--- src/rtl/gates_reduce_pkg.sv ---
// Shared types and sizing helpers for the chunked gate-reduction block.
package gates_reduce_pkg;

  typedef enum logic [1:0] {
    IDLE = 2'd0,
    BUSY = 2'd1,
    DONE = 2'd2
  } state_e;

  function automatic int calc_nchunk(input int data_w, input int chunk_w);
    return (data_w + chunk_w - 1) / chunk_w;
  endfunction

  function automatic int calc_cnt_w(input int data_w);
    return $clog2(data_w + 1);
  endfunction

endpackage

--- src/rtl/chunk_reduce.sv ---
// Combinational AND/OR/XOR/popcount of one chunk; masked-off bits are neutral.
module chunk_reduce #(
  parameter int CHUNK_W = 25,
  localparam int PC_W = $clog2(CHUNK_W + 1)
) (
  input  logic [CHUNK_W-1:0] bits_i,
  input  logic [CHUNK_W-1:0] mask_i,
  output logic               and_o,
  output logic               or_o,
  output logic               xor_o,
  output logic [PC_W-1:0]    pop_o
);

  logic [CHUNK_W-1:0] valid_s;

  assign valid_s = bits_i & mask_i;
  // Padding positions read as 1 for AND and as 0 for everything else.
  assign and_o   = &(bits_i | ~mask_i);
  assign or_o    = |valid_s;
  assign xor_o   = ^valid_s;

  // Population count of the unmasked bits.
  always_comb begin
    pop_o = '0;
    for (int i = 0; i < CHUNK_W; i++) begin
      pop_o = pop_o + PC_W'(valid_s[i]);
    end
  end

endmodule

--- src/rtl/gates_reduce_seq.sv ---
// Sequential reduction of a wide vector, CHUNK_W bits per cycle, with
// valid/ready handshakes on both sides.
module gates_reduce_seq
  import gates_reduce_pkg::*;
#(
  parameter int DATA_W  = 100,
  parameter int CHUNK_W = 25,
  localparam int CNT_W  = calc_cnt_w(DATA_W)
) (
  input  logic              clk,
  input  logic              reset,
  input  logic              in_valid,
  output logic              in_ready,
  input  logic [DATA_W-1:0] din,
  output logic              out_valid,
  input  logic              out_ready,
  output logic              out_and,
  output logic              out_or,
  output logic              out_xor,
  output logic [CNT_W-1:0]  out_cnt
);

  localparam int NCHUNK = calc_nchunk(DATA_W, CHUNK_W);
  localparam int PAD_W  = NCHUNK * CHUNK_W;
  localparam int K_W    = (NCHUNK > 1) ? $clog2(NCHUNK) : 1;
  localparam int PC_W   = $clog2(CHUNK_W + 1);

  state_e             state_q, state_d;
  logic [K_W-1:0]     k_q, k_d;
  logic [DATA_W-1:0]  din_q, din_d;
  logic               acc_and_q, acc_and_d, acc_or_q, acc_or_d, acc_xor_q, acc_xor_d;
  logic [CNT_W-1:0]   acc_cnt_q, acc_cnt_d;
  logic               out_and_q, out_and_d, out_or_q, out_or_d, out_xor_q, out_xor_d;
  logic [CNT_W-1:0]   out_cnt_q, out_cnt_d;

  logic [PAD_W-1:0]   din_pad_s, mask_pad_s;
  logic [CHUNK_W-1:0] chunk_bits_s, chunk_mask_s;
  logic               c_and_s, c_or_s, c_xor_s;
  logic [PC_W-1:0]    c_pop_s;
  logic               fold_and_s, fold_or_s, fold_xor_s;
  logic [CNT_W-1:0]   fold_cnt_s;

  // Zero-extend to a whole number of chunks; the mask marks real bit positions.
  assign din_pad_s    = PAD_W'(din_q);
  assign mask_pad_s   = PAD_W'({DATA_W{1'b1}});
  assign chunk_bits_s = CHUNK_W'(din_pad_s >> (k_q * CHUNK_W));
  assign chunk_mask_s = CHUNK_W'(mask_pad_s >> (k_q * CHUNK_W));

  chunk_reduce #(.CHUNK_W(CHUNK_W)) u_chunk (
    .bits_i (chunk_bits_s),
    .mask_i (chunk_mask_s),
    .and_o  (c_and_s),
    .or_o   (c_or_s),
    .xor_o  (c_xor_s),
    .pop_o  (c_pop_s)
  );

  assign fold_and_s = acc_and_q & c_and_s;
  assign fold_or_s  = acc_or_q | c_or_s;
  assign fold_xor_s = acc_xor_q ^ c_xor_s;
  assign fold_cnt_s = acc_cnt_q + CNT_W'(c_pop_s);

  assign in_ready  = (state_q == IDLE);
  assign out_valid = (state_q == DONE);
  assign out_and   = out_and_q;
  assign out_or    = out_or_q;
  assign out_xor   = out_xor_q;
  assign out_cnt   = out_cnt_q;

  // Next-state, chunk index, accumulator and result register updates.
  always_comb begin
    state_d   = state_q;
    k_d       = k_q;
    din_d     = din_q;
    acc_and_d = acc_and_q;
    acc_or_d  = acc_or_q;
    acc_xor_d = acc_xor_q;
    acc_cnt_d = acc_cnt_q;
    out_and_d = out_and_q;
    out_or_d  = out_or_q;
    out_xor_d = out_xor_q;
    out_cnt_d = out_cnt_q;
    case (state_q)
      IDLE: begin
        if (in_valid) begin
          din_d     = din;
          k_d       = '0;
          acc_and_d = 1'b1;
          acc_or_d  = 1'b0;
          acc_xor_d = 1'b0;
          acc_cnt_d = '0;
          state_d   = BUSY;
        end else begin
          state_d = IDLE;
        end
      end
      BUSY: begin
        acc_and_d = fold_and_s;
        acc_or_d  = fold_or_s;
        acc_xor_d = fold_xor_s;
        acc_cnt_d = fold_cnt_s;
        if (k_q == K_W'(NCHUNK - 1)) begin
          k_d       = '0;
          out_and_d = fold_and_s;
          out_or_d  = fold_or_s;
          out_xor_d = fold_xor_s;
          out_cnt_d = fold_cnt_s;
          state_d   = DONE;
        end else begin
          k_d = k_q + K_W'(1'b1);
        end
      end
      DONE: begin
        if (out_ready) begin
          state_d = IDLE;
        end else begin
          state_d = DONE;
        end
      end
      default: state_d = IDLE;
    endcase
  end

  // State and datapath registers; reset aborts any job and clears results.
  always_ff @(posedge clk or posedge reset) begin
    if (reset) begin
      state_q   <= IDLE;
      k_q       <= '0;
      din_q     <= '0;
      acc_and_q <= 1'b0;
      acc_or_q  <= 1'b0;
      acc_xor_q <= 1'b0;
      acc_cnt_q <= '0;
      out_and_q <= 1'b0;
      out_or_q  <= 1'b0;
      out_xor_q <= 1'b0;
      out_cnt_q <= '0;
    end else begin
      state_q   <= state_d;
      k_q       <= k_d;
      din_q     <= din_d;
      acc_and_q <= acc_and_d;
      acc_or_q  <= acc_or_d;
      acc_xor_q <= acc_xor_d;
      acc_cnt_q <= acc_cnt_d;
      out_and_q <= out_and_d;
      out_or_q  <= out_or_d;
      out_xor_q <= out_xor_d;
      out_cnt_q <= out_cnt_d;
    end
  end

endmodule

--- config.mk ---
export PLATFORM = sky130hd
export DESIGN_NAME = gates_reduce_seq
export DESIGN_NICKNAME = d
export VERILOG_FILES = /design/src/rtl/gates_reduce_pkg.sv /design/src/rtl/chunk_reduce.sv /design/src/rtl/gates_reduce_seq.sv
export SDC_FILE = /design/constraint.sdc
export NUM_CORES = 1
export LEC_CHECK = 0
export ABC_CLOCK_PERIOD_IN_PS = 7450
export CAP_MARGIN = 15
export CORE_MARGIN = 8
export CORE_UTILIZATION = 53
export DETAILED_ROUTE_END_ITERATION = 6
export GPL_TIMING_DRIVEN = 0
export PLACE_DENSITY = 0.8
export SLEW_MARGIN = 10
export SYNTH_ARGS = -nofsm -noshare
export SYNTH_HDL_FRONTEND = slang
export SYNTH_SLANG_ARGS = --single-unit
--- constraint.sdc ---
create_clock -name clk -period 7.45 [get_ports clk]
set_clock_uncertainty 0.2 [all_clocks]
set_input_delay 1.49 -clock clk [delete_from_list [all_inputs] [get_ports clk]]
set_output_delay 1.49 -clock clk [all_outputs]
set_load 0.03 [all_outputs]
==> results.toml, run 1 <==
[outcome]
status = "finished, final reports clean"

[sta]
relSlewSlack_pct = 53.5
setup_tns_ns = 0
worst_pin_slew_ns = 0.697
setup_viol = 0
max_freq_mhz = 141
fin_crit_ns = 7.10
hold_viol = 0
fin_crit_sh_pct = 95.3
finalWorstSetupSlack_ns = 0.350
rsz0062_at_grt = "false"
drv_slew = 0

[detailed_routing]
drtIter0Drc = 358
route.detailed.drc = 0
ant_nets = 0
firstDrtPassIters = 5
routed_wl_um = 18200
wl_per_cell_um = 18.2
via_per_inst = 5.28
via_count = 5270

[worst_setup_path]
crit_top_cell = "fa_1"
r2r_setup_slack_ns = 0.35
arrival_ns = 7.18
crit_type = "reg2reg"
crit_chain = "clkbuf_1, clkbuf_2, mux4_2, inv_1, ha_1, inv_1, fa_1, fa_1, inv_1, fa_1, fa_1, fa_1, ha_1, fa_1, fa_1, a21o_1, a21oi_1, nor2b_1, o21ai_0, xor2_1, o21ai_0"
r2r_end = "acc_cnt_q[6]"
critical_path_required_ns = 7.53
ff2ff_path_depth = 21
start_kind = "flip-flop"
cp_slowest_cell = "fa_1"
r2r-start = "k_q[1]"
critPathMaxStageDelay_ns = 0.57
critPathMaxFanout = 10
setup.worst_path.end_class = "flip-flop"

[floorplanning]
core_um2 = 12100
dieArea_um2 = 16200
die_w_um = 127
core.rowCount = 40
die_y_um = 127
start_util_pct = 54.3
io_pins = 116

[finish]
final-instance-count-excl-fill = 999
n_antenna_cell = 0
area_delta_synth_final_pct = 30.3
fin_nets = 978
final_area_um2 = 8540
drive_gt1_share_pct = 7.94

[global_route]
antenna_found_initial = 0
grt_max_degree = 74
grtUsageMet3_pct = 5.16
grt_pass1_vias = 5841
globalRouteMet2Util_pct = 40.2
grt_overflow = 0
grt_pass1_wl_um = 29400
grt_busiest_layer = "met2"
grt_util_met1_pct = 28.8
grt_usage_pct = 23.6

[clock_tree]
max-clock-path-buffers = 2
cts.sinks = 124
cts_buffers = 17
post_cts_resized = 0
cts_hold_buffers = 0
h-tree-depth = 4
clk_latency_ns = 0.42
clk_transition_reported_paths_ns = 0.06
ctsRootBufferMaster = "clkbuf_16"
cts_tree = "yes"
post_cts_buffers = 0

[placed_design]
portBuffers = 115
pre_cts_ws_ns = 0.0642
dp_hpwl_um = 13600
post-place-cells = 967
dpl_cell_area_um2 = 7950
place.gp.congestion = 0.893

[logic_synthesis]
synth.top_cell.area_share_pct = 47.3
avgSynthCellArea_um2 = 9.60
synth.most_common_cell = "nand2_1"
yosysSeqAreaShare_pct = 47.3
synth_edf_count = 0
synth_cells = 683
synthTopCellsByCount = "320 x nand2_1, 124 x dfrtp_1, 47 x inv_1, 37 x ha_1, 23 x clkbuf_1"
synth_fp_nets = 843
syn_area_um2 = 6560
synthTopCellsByArea = "dfrtp_1 47%, nand2_1 18%, mux4_2 7.6%"
yosysTopAreaCell = "dfrtp_1"
ys_ff_latch = 124
synth_ff_type = "dfrtp_1"
synth.distinct_cells = 30
ys_warn_count = 0
synthArstFlopShare_pct = 100

[worst_hold_path]
hold_start = "din_pad_s[70]"
hold_depth = 2
hold-path-endpoint = "din_pad_s[70]"
worst_hold_path_type = "reg2reg"

[run]
max_cap_viol_count = 0
cell type report:
| class | instances | area [um^2] |
|---|---|---|
| tap | 168 | 210 |
| sequential | 124 | 3100 |
| clock inverter | 10 | 115 |
| buffer | 32 | 139 |
| timing repair buffer | 116 | 1180 |
| clock buffer | 22 | 474 |
| inverter | 47 | 181 |
| multi-input combinational | 480 | 3140 |
| fill | 894 | 3520 |
kinds of logic (layout without fill, tap and decap cells):
family / after synthesis / in the layout / synth area share (%)
AOI/OAI and AO/OA: 32 / 32 / 2.71
xor gates and xnor gates: 20 / 20 / 2.67
adders and majority gates: 56 / 56 / 12.9
buffers and inverters: 79 / 227 / 4.77
DFF: 124 / 124 / 47.3
muxes: 27 / 27 / 9.10
and+or+nand+nor: 345 / 345 / 20.5
worst max-delay path by stage:
stage,from,endpoint,cells after the start
floorplan,k_q[0],acc_cnt_q[6],21
detailed placement,k_q[1],acc_cnt_q[6],21
CTS,k_q[1],acc_cnt_q[6],21
finish,k_q[1],acc_cnt_q[6],21
global placement,k_q[1],acc_cnt_q[6],21
global route,k_q[0],acc_cnt_q[6],22
placed cells by master (no fill, tap or decap), types with 7 or more instances in the layout:
cell type and instances:
nand2_1 320, dfrtp_1 124, clkdlybuf4s50_1 115, inv_1 46
ha_1 37, clkbuf_1 24, mux4_2 22, o21ai_0 19
fa_1 19, clkbuf_16 17, xnor2_1 14, nand3_1 11
buf_2 7
registers in the layout, summed over array words and instances, names as in the netlist:
name       count
out_cnt        7
state_q        2
out_and        1
k_q            2
acc_or_q       1
acc_xor_q      1
din_pad_s    100
acc_cnt_q      7
acc_and_q      1
out_xor        1
out_or         1
routing by layer:
layer	wire length, um	part of all wire (%)	vias to the layer above
li1	-	-	2430
met1	7350	40	2626
met2	9330	51	179
met3	1100	6.1	35
met4	396	2.2	0
met5	0	0	-
through the flow:
stage,utilization (%),hold slack (ns)
floorplan,-,0.237
global placement,65.6,0.251
detailed placement,65.9,0.260
CTS,70.8,0.273
global route,70.8,0.288
finish,70.8,0.275
worst max-delay path: cells and delay by family (launching register included):
family,cells,cell delay [ns]
buffers and inverters,5,1.05
adders and majority gates,9,3.97
DFF,1,0.35
and+or+nand+nor,1,0.08
AOI/OAI and AO/OA,4,0.71
muxes,1,0.39
xor gates and xnor gates,1,0.21
Power of run 1 is not shown: default switching activity piles up to over one toggle a cycle in this logic, so the estimate is an artifact.
==> run 2, diff against run 1 <==
Settings changed: CELL_PAD_IN_SITES_DETAIL_PLACEMENT set to 1, CELL_PAD_IN_SITES_GLOBAL_PLACEMENT set to 1, CORE_UTILIZATION 53 to 35, PLACE_DENSITY 0.8 to not set, PLACE_DENSITY_LB_ADDON set to 0.1.
==> results.toml, run 2 (synthesized netlist as in run 1, its figures left out) <==
[outcome]
status = "finished, final reports clean"

[worst_setup_path]
cp_slowest_cell = "mux4_2"
ff2ff_path_depth = 21
crit_type = "reg2reg"
critPathTopFamily = "adder cells"
crit_top_cell = "fa_1"
critPathMaxStageDelay_ns = 0.58
critPathMaxFanout = 10
critical_path_required_ns = 7.53
start_kind = "flip-flop"
crit_cells = 21
crit_chain = "buf_6, clkbuf_4, mux4_2, inv_1, ha_1, inv_1, fa_1, fa_1, inv_1, fa_1, fa_1, fa_1, ha_1, fa_1, fa_1, a21o_1, a21oi_1, nor2b_1, o21ai_0, xor2_1, o21ai_0"
cp_num_buf_inv = 5
setup.worst_path.end_class = "flip-flop"
arrival_ns = 7.15

[sta]
hold_viol = 0
drv_slew = 0
fin_crit_ns = 7.07
worst_pin_slew_ns = 0.695
fin_crit_sh_pct = 94.9
max_freq_mhz = 141
rsz0062_at_grt = "false"
relSlewSlack_pct = 53.6
setup_viol = 0

[placed_design]
place.gp.congestion = 0.839
post-place-cells = 1033
dp_hpwl_um = 16000
portBuffers = 115

[clock_tree]
cts.sinks = 124
clk_latency_ns = 0.42
ctsRootBufferMaster = "clkbuf_16"
cts_hold_buffers = 0
cts_buffers = 17
h-tree-depth = 4
post_cts_buffers = 0
max-clock-path-buffers = 2
cts_tree = "yes"
clk_transition_reported_paths_ns = 0.06

[finish]
n_antenna_cell = 0
fin_nets = 978
final-instance-count-excl-fill = 1065
final_common_cell = "nand2_1"
drive_gt1_share_pct = 8.30
area_delta_synth_final_pct = 31.6
final_cell_mix = "320 x nand2_1, 124 x dfrtp_1, 115 x clkdlybuf4s50_1, 46 x inv_1, 37 x ha_1"
fillers = 2086
largest_reg_flops = 100

[global_route]
grt_usage_pct = 18.6
grt_max_degree = 80
grt_pass1_wl_um = 33400
grt_pass1_vias = 6021
antenna_found_initial = 0
grt_overflow = 0

[floorplanning]
io_pins = 116
die_w_um = 153
dieArea_um2 = 23400
start_util_pct = 35.4
die_y_um = 153
core_um2 = 18500
core.rowCount = 50

[detailed_routing]
routed_wl_um = 20800
ant_nets = 0
via_count = 5184
firstDrtPassIters = 5
route.detailed.drc = 0
via_per_inst = 4.87
drtIter0Drc = 249
wl_per_cell_um = 19.5

[worst_hold_path]
hold_depth = 2
worst_hold_path_type = "reg2reg"

[run]
max_cap_viol_count = 0
## run 2: per-layer routing
layer | GRT usage (%) | up-vias | part of all wire [%]
met1 | 23.4 | 2650 | 45
met3 | 3.52 | 15 | 3.7
li1 | - | 2427 | -
met2 | 32.5 | 92 | 51
met4 | 4.48 | 0 | 0.79
met5 | 0 | - | 0
## run 2: worst reg2reg max path: cells and delay by family, from the launching register on
family	cells	cell delay [ns]
flip-flops	1	0.38
adder cells (fa/ha/maj)	9	3.98
XOR/XNOR	1	0.21
AND/OR/NAND/NOR	1	0.08
multiplexers	1	0.59
AO/OA/AOI/OAI	4	0.74
buffers and inverters	5	0.78
## run 2: path summary, 6_finish.rpt
path                                     from            end  slack [ns]
worst min register to register  din_pad_s[56]  din_pad_s[56]        0.27
min in group asynchronous               reset  din_pad_s[54]        1.28
worst max-delay path                   k_q[0]   acc_cnt_q[6]        0.38
max in group asynchronous               reset  din_pad_s[40]        5.01
worst min-delay path            din_pad_s[56]  din_pad_s[56]        0.27
worst max register to register         k_q[0]   acc_cnt_q[6]        0.38
## run 2: per-stage QoR
stage	hold WS [ns]	TNS (ns)	util [%]	area (um^2)	setup slack [ns]
finish	0.271	0	46.6	8620	0.376
global placement	0.252	-0.256	43.2	8000	-0.130
detailed placement	0.257	-0.665	43.4	8030	-0.250
floorplan	0.237	0	-	6560	0.938
CTS	0.271	0	46.6	8620	0.0108
global route	0.292	0	46.6	8620	0.00971
## run 2: layout make-up
class                      instances  area (um^2)  area share, %
timing repair buffer             116         1180           13.7
multi-input combinational        480         3140           36.4
tap                              234          293           3.39
clock buffer                      18          439           5.09
clock inverter                    14          145           1.68
inverter                          47          181           2.10
sequential                       124         3100           36.0
buffer                            32          145           1.68
## run 2: repair_timing
| item | in CTS | in global routing |
|---|---|---|
| setup endpoints to repair | 4 | 4 |
| resized for setup | 3 | 6 |
| endpoints found under the hold margin | 0 | 0 |
Power of run 2 is left out for the same reason.
